`src/rtl/period_meter.sv`:
```
// Measures the period and high time of a slow, asynchronous input in clk cycles.
// One result per two consecutive rising edges, held with a valid/ready handshake.

// state   | meaning
// IDLE    | disabled, waiting for meas_en
// ARM     | waiting for the first rising edge of sig_in
// MEASURE | counting clk cycles until the next rising edge or saturation
// HOLD    | result presented on valid, waiting for ready
module period_meter #(
  parameter int CNT_W = 16
) (
  input  logic             clk,
  input  logic             rst_n,
  input  logic             sig_in,
  input  logic             meas_en,
  input  logic             ready,
  output logic [CNT_W-1:0] period,
  output logic [CNT_W-1:0] high_time,
  output logic             timeout,
  output logic             valid,
  output logic             busy
);

  typedef enum logic [1:0] {
    IDLE    = 2'd0,
    ARM     = 2'd1,
    MEASURE = 2'd2,
    HOLD    = 2'd3
  } state_t;

  localparam logic [CNT_W-1:0] CNT_MAX = '1;
  localparam logic [CNT_W-1:0] CNT_ONE = {{(CNT_W-1){1'b0}}, 1'b1};

  state_t           state, state_nxt;
  logic             sig_m, sig_s, sig_d;
  logic             rise;
  logic [CNT_W-1:0] cnt, cnt_nxt;
  logic [CNT_W-1:0] hi_cnt, hi_cnt_nxt;
  logic [CNT_W-1:0] period_nxt, high_time_nxt;
  logic             timeout_nxt;

  always_ff @(posedge clk or negedge rst_n) begin
    if (!rst_n) begin
      sig_m <= 1'b0;
      sig_s <= 1'b0;
      sig_d <= 1'b0;
    end else begin
      sig_m <= sig_in;
      sig_s <= sig_m;
      sig_d <= sig_s;
    end
  end

  assign rise = sig_s & ~sig_d;

  always_ff @(posedge clk or negedge rst_n) begin
    if (!rst_n) begin
      state     <= IDLE;
      cnt       <= '0;
      hi_cnt    <= '0;
      period    <= '0;
      high_time <= '0;
      timeout   <= 1'b0;
    end else begin
      state     <= state_nxt;
      cnt       <= cnt_nxt;
      hi_cnt    <= hi_cnt_nxt;
      period    <= period_nxt;
      high_time <= high_time_nxt;
      timeout   <= timeout_nxt;
    end
  end

  always_comb begin
    state_nxt     = state;
    cnt_nxt       = cnt;
    hi_cnt_nxt    = hi_cnt;
    period_nxt    = period;
    high_time_nxt = high_time;
    timeout_nxt   = timeout;
    case (state)
      IDLE: begin
        if (meas_en) state_nxt = ARM;
      end
      ARM: begin
        if (!meas_en) begin
          state_nxt = IDLE;
        end else if (rise) begin
          state_nxt  = MEASURE;
          cnt_nxt    = CNT_ONE;
          hi_cnt_nxt = CNT_ONE;
        end
      end
      MEASURE: begin
        // a rise on the saturating cycle still counts as a real edge
        if (!meas_en) begin
          state_nxt = IDLE;
        end else if (rise) begin
          state_nxt     = HOLD;
          period_nxt    = cnt;
          high_time_nxt = hi_cnt;
          timeout_nxt   = 1'b0;
        end else if (cnt == CNT_MAX) begin
          state_nxt     = HOLD;
          period_nxt    = CNT_MAX;
          high_time_nxt = hi_cnt;
          timeout_nxt   = 1'b1;
        end else begin
          cnt_nxt = cnt + CNT_ONE;
          if (sig_s) hi_cnt_nxt = hi_cnt + CNT_ONE;
        end
      end
      HOLD: begin
        if (ready) state_nxt = meas_en ? ARM : IDLE;
      end
      default: state_nxt = IDLE;
    endcase
  end

  assign valid = (state == HOLD);
  assign busy  = (state == ARM) || (state == MEASURE);

endmodule

```
`config.mk`:
```
export PLATFORM = sky130hd
export DESIGN_NAME = period_meter
export DESIGN_NICKNAME = d
export VERILOG_FILES = /design/src/rtl/period_meter.sv
export SDC_FILE = /design/constraint.sdc
export NUM_CORES = 1
export LEC_CHECK = 0
export CAP_MARGIN = 20
export CORE_UTILIZATION = 45
export CTS_CLUSTER_DIAMETER = 40
export DETAILED_ROUTE_END_ITERATION = 10
export PLACE_DENSITY = 0.71
export SYNTH_ARGS = -nofsm -noshare
export SYNTH_HDL_FRONTEND = slang
export SYNTH_SLANG_ARGS = --single-unit
export TNS_END_PERCENT = 30
```
`constraint.sdc`:
```
create_clock -name clk -period 2.3 [get_ports clk]
set_input_delay 0.345 -clock clk [delete_from_list [all_inputs] [get_ports clk]]
set_output_delay 0.345 -clock clk [all_outputs]
set_load 0.02 [all_outputs]
```
Word level (Yosys, flattened, before mapping)
Cells that the tools add are included.

cells by class
  add/sub/neg operators = 2
  eq/ne operators = 14
  multiplexer cells = 26
  bitwise logic cells = 2
  reduce and logical (&&, ||, !) cells = 8

operators with widths
  cell                     count
  $mux W16                 13
  $pmux W16 S2             2
  $add A16 B1 Y16 const B  2
  $eq A16 B16 Y1 const B   1
  $ne A2 B2 Y1 const B     8
  $mux W2                  7
  $pmux W2 S4              1
  $reduce_and A7 Y1        1
  $reduce_and A6 Y1        1
  $eq A2 B2 Y1 const B     2
  $ne A4 B4 Y1 const B     1
  $reduce_and A4 Y1        1
  $reduce_bool A2 Y1       2
  $mux W1                  3
  $ne A3 B3 Y1 const B     1
  $reduce_and A3 Y1        1
  $eq A2 B1 Y1 const B     1
  $logic_not A2 Y1         1
  $and A1 B1 Y1            1
  $logic_or A1 B1 Y1       1
  $not A1 Y1               1

word-level totals
  bits in registers = 70
  bits of input ports = 5
  output and inout port bits = 35
  logic and storage cells = 61

Logic depth before layout (Yosys ltp)
  depth in word-level cells = 6
  gate-level depth with buffers = 10
  mapped depth without buffers = 7

Worst setup path after synthesis
OpenSTA, ideal clock, no wires.

  path kind = register -> register
  start point = reg state[0]
  end point = reg cnt[12]
  setup time = 0.126 ns
  data arrival time = 1.994 ns
  required time = 2.174 ns
  slack = 0.180 ns
  cell stages (with the launch flop) = 11
  path buffers = 3
  period minus slack after synthesis = 2.120 ns
  path through = dfrtp_1 inv_1 ha_1 buf_2 nand4bb_1 o21ai_1 and2_1 buf_2 nand2_2 buf_4 a221o_1

between the ends
  cells in the longest elaborated chain, start to end = 3
  elaborated cells on any way between the ends = 10
  classes of those cells = eq/ne (7); mux (1); reduce/logical (2)

ends and longest elaborated chain
  item                                                                 line  source
  from (decl)                                                          34    state_t state, state_nxt;
  from (signal assigned)                                               65    state <= state_nxt;
  $eq A2 B2 Y1 / $eq A2 B1 Y1 (equally long branches)                  81    case (state)
  $ne A2 B2 Y1 (no line) / $reduce_bool A2 Y1 (equally long branches)  --
  $reduce_and A6 Y1 (no line)                                          --
  to (signal assigned)                                                 66    cnt <= cnt_nxt;
  to (decl)                                                            37    logic [CNT_W-1:0] cnt, cnt_nxt;

Several ways; a longest one is shown, not always the timed one.
A chain may end at the register's enable or synchronous reset.

Final worst setup path
  start point = reg state[0]
  end point = out busy

between the ends
  cells in the longest elaborated chain, start to end = 2
  elaborated cells on any way between the ends = 3
  classes of those cells = eq/ne (2); reduce/logical (1)

ends and longest elaborated chain
  item                                                 line  source
  $eq A2 B1 Y1 / $eq A2 B2 Y1 (equally long branches)  121   assign busy = (state == ARM) || (state == MEASURE);
  $logic_or A1 B1 Y1 (*)                               121
  to (decl)                                            21    output logic busy

Every way passes the cells marked *; elsewhere a longest branch is shown, timed or not.

==> flow_summary.yaml <==
run_status:
  status: "finished, final reports clean"
critical_path:
  critPathBufInv: 2
  slowest_stage: "clkdlybuf4s50_1"
  cp.arrival_ns: 1.82
  r2r_start: "cnt[0]"
  cp.depth: 3
  max_stage_delay_ns: 0.59
  r2r_setup_slack_ns: 0.14
  critPathCapture: "busy"
  cp.required_ns: 1.96
  worstSetupStartpoint: "state[0]"
  cp_top_family: "buffers and inverters"
  cp-start-kind: "flip-flop"
  rr_endpoint: "hi_cnt[15]"
  critical_path.max_fanout: 6
  crit_path_cell_trace: "inv_1 > ha_1 > clkdlybuf4s50_1"
  r2r_cells: 6
  end_kind: "output pin"
  critPathKind: "flip-flop to output pin"
synth:
  ys_seq_area_share_pct: 48.06
  syn-mean-instance-area_um2: 11.04
  synth-seq-cells: 70
  synth_area_um2: 3645
  async_reset_ff_share_pct: 100.0
  synthFlopType: "dfrtp_1"
  ys_types: 62
  synth.yosys.warnings: 0
  synth_area_leader_cell: "dfrtp_1"
  synth_cells: 330
  synth-edff-count: 0
  synthesis.nets: 342
  synth_area_leaders: "dfrtp_1, mux2_4, o22a_1"
  yosysTopAreaCellShare_pct: 48.06
grt:
  track_usage_pct: 19.35
  grt_pass1_vias: 2680
  globalRouteOverflowTotal: 0
  grt_pass1_wl_mm: 12.89
  grt_max_degree: 32
  antenna_found_initial: 0
timing:
  maxSlewViolCount: 0
  slew_headroom_pct: 60.98
  fin_crit_ns: 2.165
  finalCritPeriodShare_pct: 94.11
  finalSetupTns_ns: 0
  rsz0062_at_grt: "no"
  fmax_ghz: 0.4620
  worstMarginPinSlew_ns: 0.5808
  skew_ns: 0.01227
  final-setup-viol-count: 0
  hold_viol_final: 0
clock_network:
  cts-root-buf: "clkbuf_8"
  cts.sinks: 70
  htree_num_levels: 3
  cts_made_buffers: 9
  cts.clk_slew.worst_paths_ns: 0.07
  cts_tree: "built"
  postCtsSetupRepairBufs: 0
  clock_path_buffers: 2
  clk-insertion-delay-late_ns: 0.35
floorplan:
  die-height_um: 92.00
  std_cell_rows: 32
  dieArea_um2: 8463
  core_area_um2: 7767
  die_width_um: 92.00
  start_util_pct: 46.92
  pin_count: 40
power:
  ir_drop_mv: 0.5197
  p_per_area_nw_per_um2: 1035
  p_leak_nw: 1.886
worst_hold_path:
  hp-class: "flip-flop to flip-flop"
routing:
  drtIter0Drc: 232
  first_pass_iters: 4
  viasPerCell: 5.798
  postRouteAntennaNets: 0
  post_drt_wl_per_cell_um: 15.50
  drc_errors: 0
  vias: 2789
  wl_mm: 7.456
finish:
  layout_common_cells: "dfrtp_1, clkdlybuf4s50_1, nand2_1"
  fin_util_pct: 57.10
  area_growth_pct: 21.70
  final_common_cell: "dfrtp_1"
  antenna_cells: 0
  nets: 386
  drive_gt1_share_pct: 18.47
placement:
  place.gp.congestion: 0.8088
  dpl.hpwl_mm: 5.086
  io_buffer_count: 39
run:
  maxCapViolCount: 0
## state kept, by name, summed over array words and instances (netlist names)
signal / count
cnt: 16
hi_cnt: 16
high_time: 16
period: 16
sig_d: 1
sig_m: 1
sig_s: 1
state: 2
timeout: 1
## repair_timing
action / CTS / global route
endpoints found under the hold margin: 21 / 0
setup endpoints to repair: 0 / 19
hold buffers: 1 / 0
gates resized for setup: 0 / 3
## cell type report
cell class / instances / area (µm²)
clock buffers: 10 / 137.6
clock inverters: 6 / 85.08
fillers: 689 / 3332
inverters: 4 / 15.01
multi-input cells: 231 / 1738
flip-flops and latches: 70 / 1752
well taps: 102 / 127.6
repair buffers: 58 / 580.6
## kinds of logic (layout without fill, tap and decap cells)
group / after synthesis / count (layout) / synth area share (%)
simple gates: 135 / 135 / 22.25
flops: 70 / 70 / 48.06
compound gates: 69 / 69 / 15.34
buf+inv: 29 / 78 / 4.462
mux: 20 / 20 / 7.484
fa+ha+maj: 7 / 7 / 2.403
## metrics by stage
step / power [W] / instances / hold WS, ns / instance area [µm²] / setup WS [ns]
final: 0.004592 / 481 / 0.3517 / 4436 / 0.1354
after global routing: 0.004879 / 481 / 0.3563 / 4436 / 0.01125
after CTS: 0.004630 / 481 / 0.3512 / 4428 / 0.07432
after detailed placement: 0.003501 / 464 / 0.3347 / 4195 / 0.1018
after global placement: 0.003450 / 464 / 0.3330 / 4195 / 0.1664
after floorplan: 0.002839 / 330 / 0.04941 / 3645 / 0.1804
## synth_stat cells (5+ instances only)
cell / instances
a221o_1: 5
a22o_1: 6
and3_1: 10
buf_2: 5
clkbuf_1: 12
dfrtp_1: 70
ha_1: 7
mux2_2: 6
mux2_4: 13
nand2_1: 36
nand2b_1: 5
nand3_1: 23
nand4_1: 9
nor2_1: 5
nor3_1: 5
nor4b_1: 9
o21ai_0: 8
o22a_1: 16
## metal layers
layer	track usage (%)	up-vias	routed length, µm
met5	0	-	0
li1	-	1344	-
met2	29.29	51	3492
met4	8.724	0	87
met1	27.53	1389	3632
met3	2.736	5	243
## how the worst min path moves through the flow
stage	from	end	cells after the start
after detailed placement	sig_m	sig_s	0
after floorplan	rst_n	cnt[0]	0
after CTS	sig_m	sig_s	0
after global placement	sig_m	sig_s	0
final	sig_m	sig_s	0
after global routing	sig_m	sig_s	0
## power breakdown
| group | switching, W | leakage, nW | internal, W | total, W |
|---|---|---|---|---|
| clock | 0.000466 | 0.108 | 0.000636 | 0.00110 |
| sequential | 0.000306 | 0.920 | 0.00154 | 0.00185 |
| combinational | 0.000796 | 0.858 | 0.000848 | 0.00164 |
| total | 0.00157 | 1.89 | 0.00302 | 0.00459 |
Note: power is estimated with default switching activity, not from simulation.
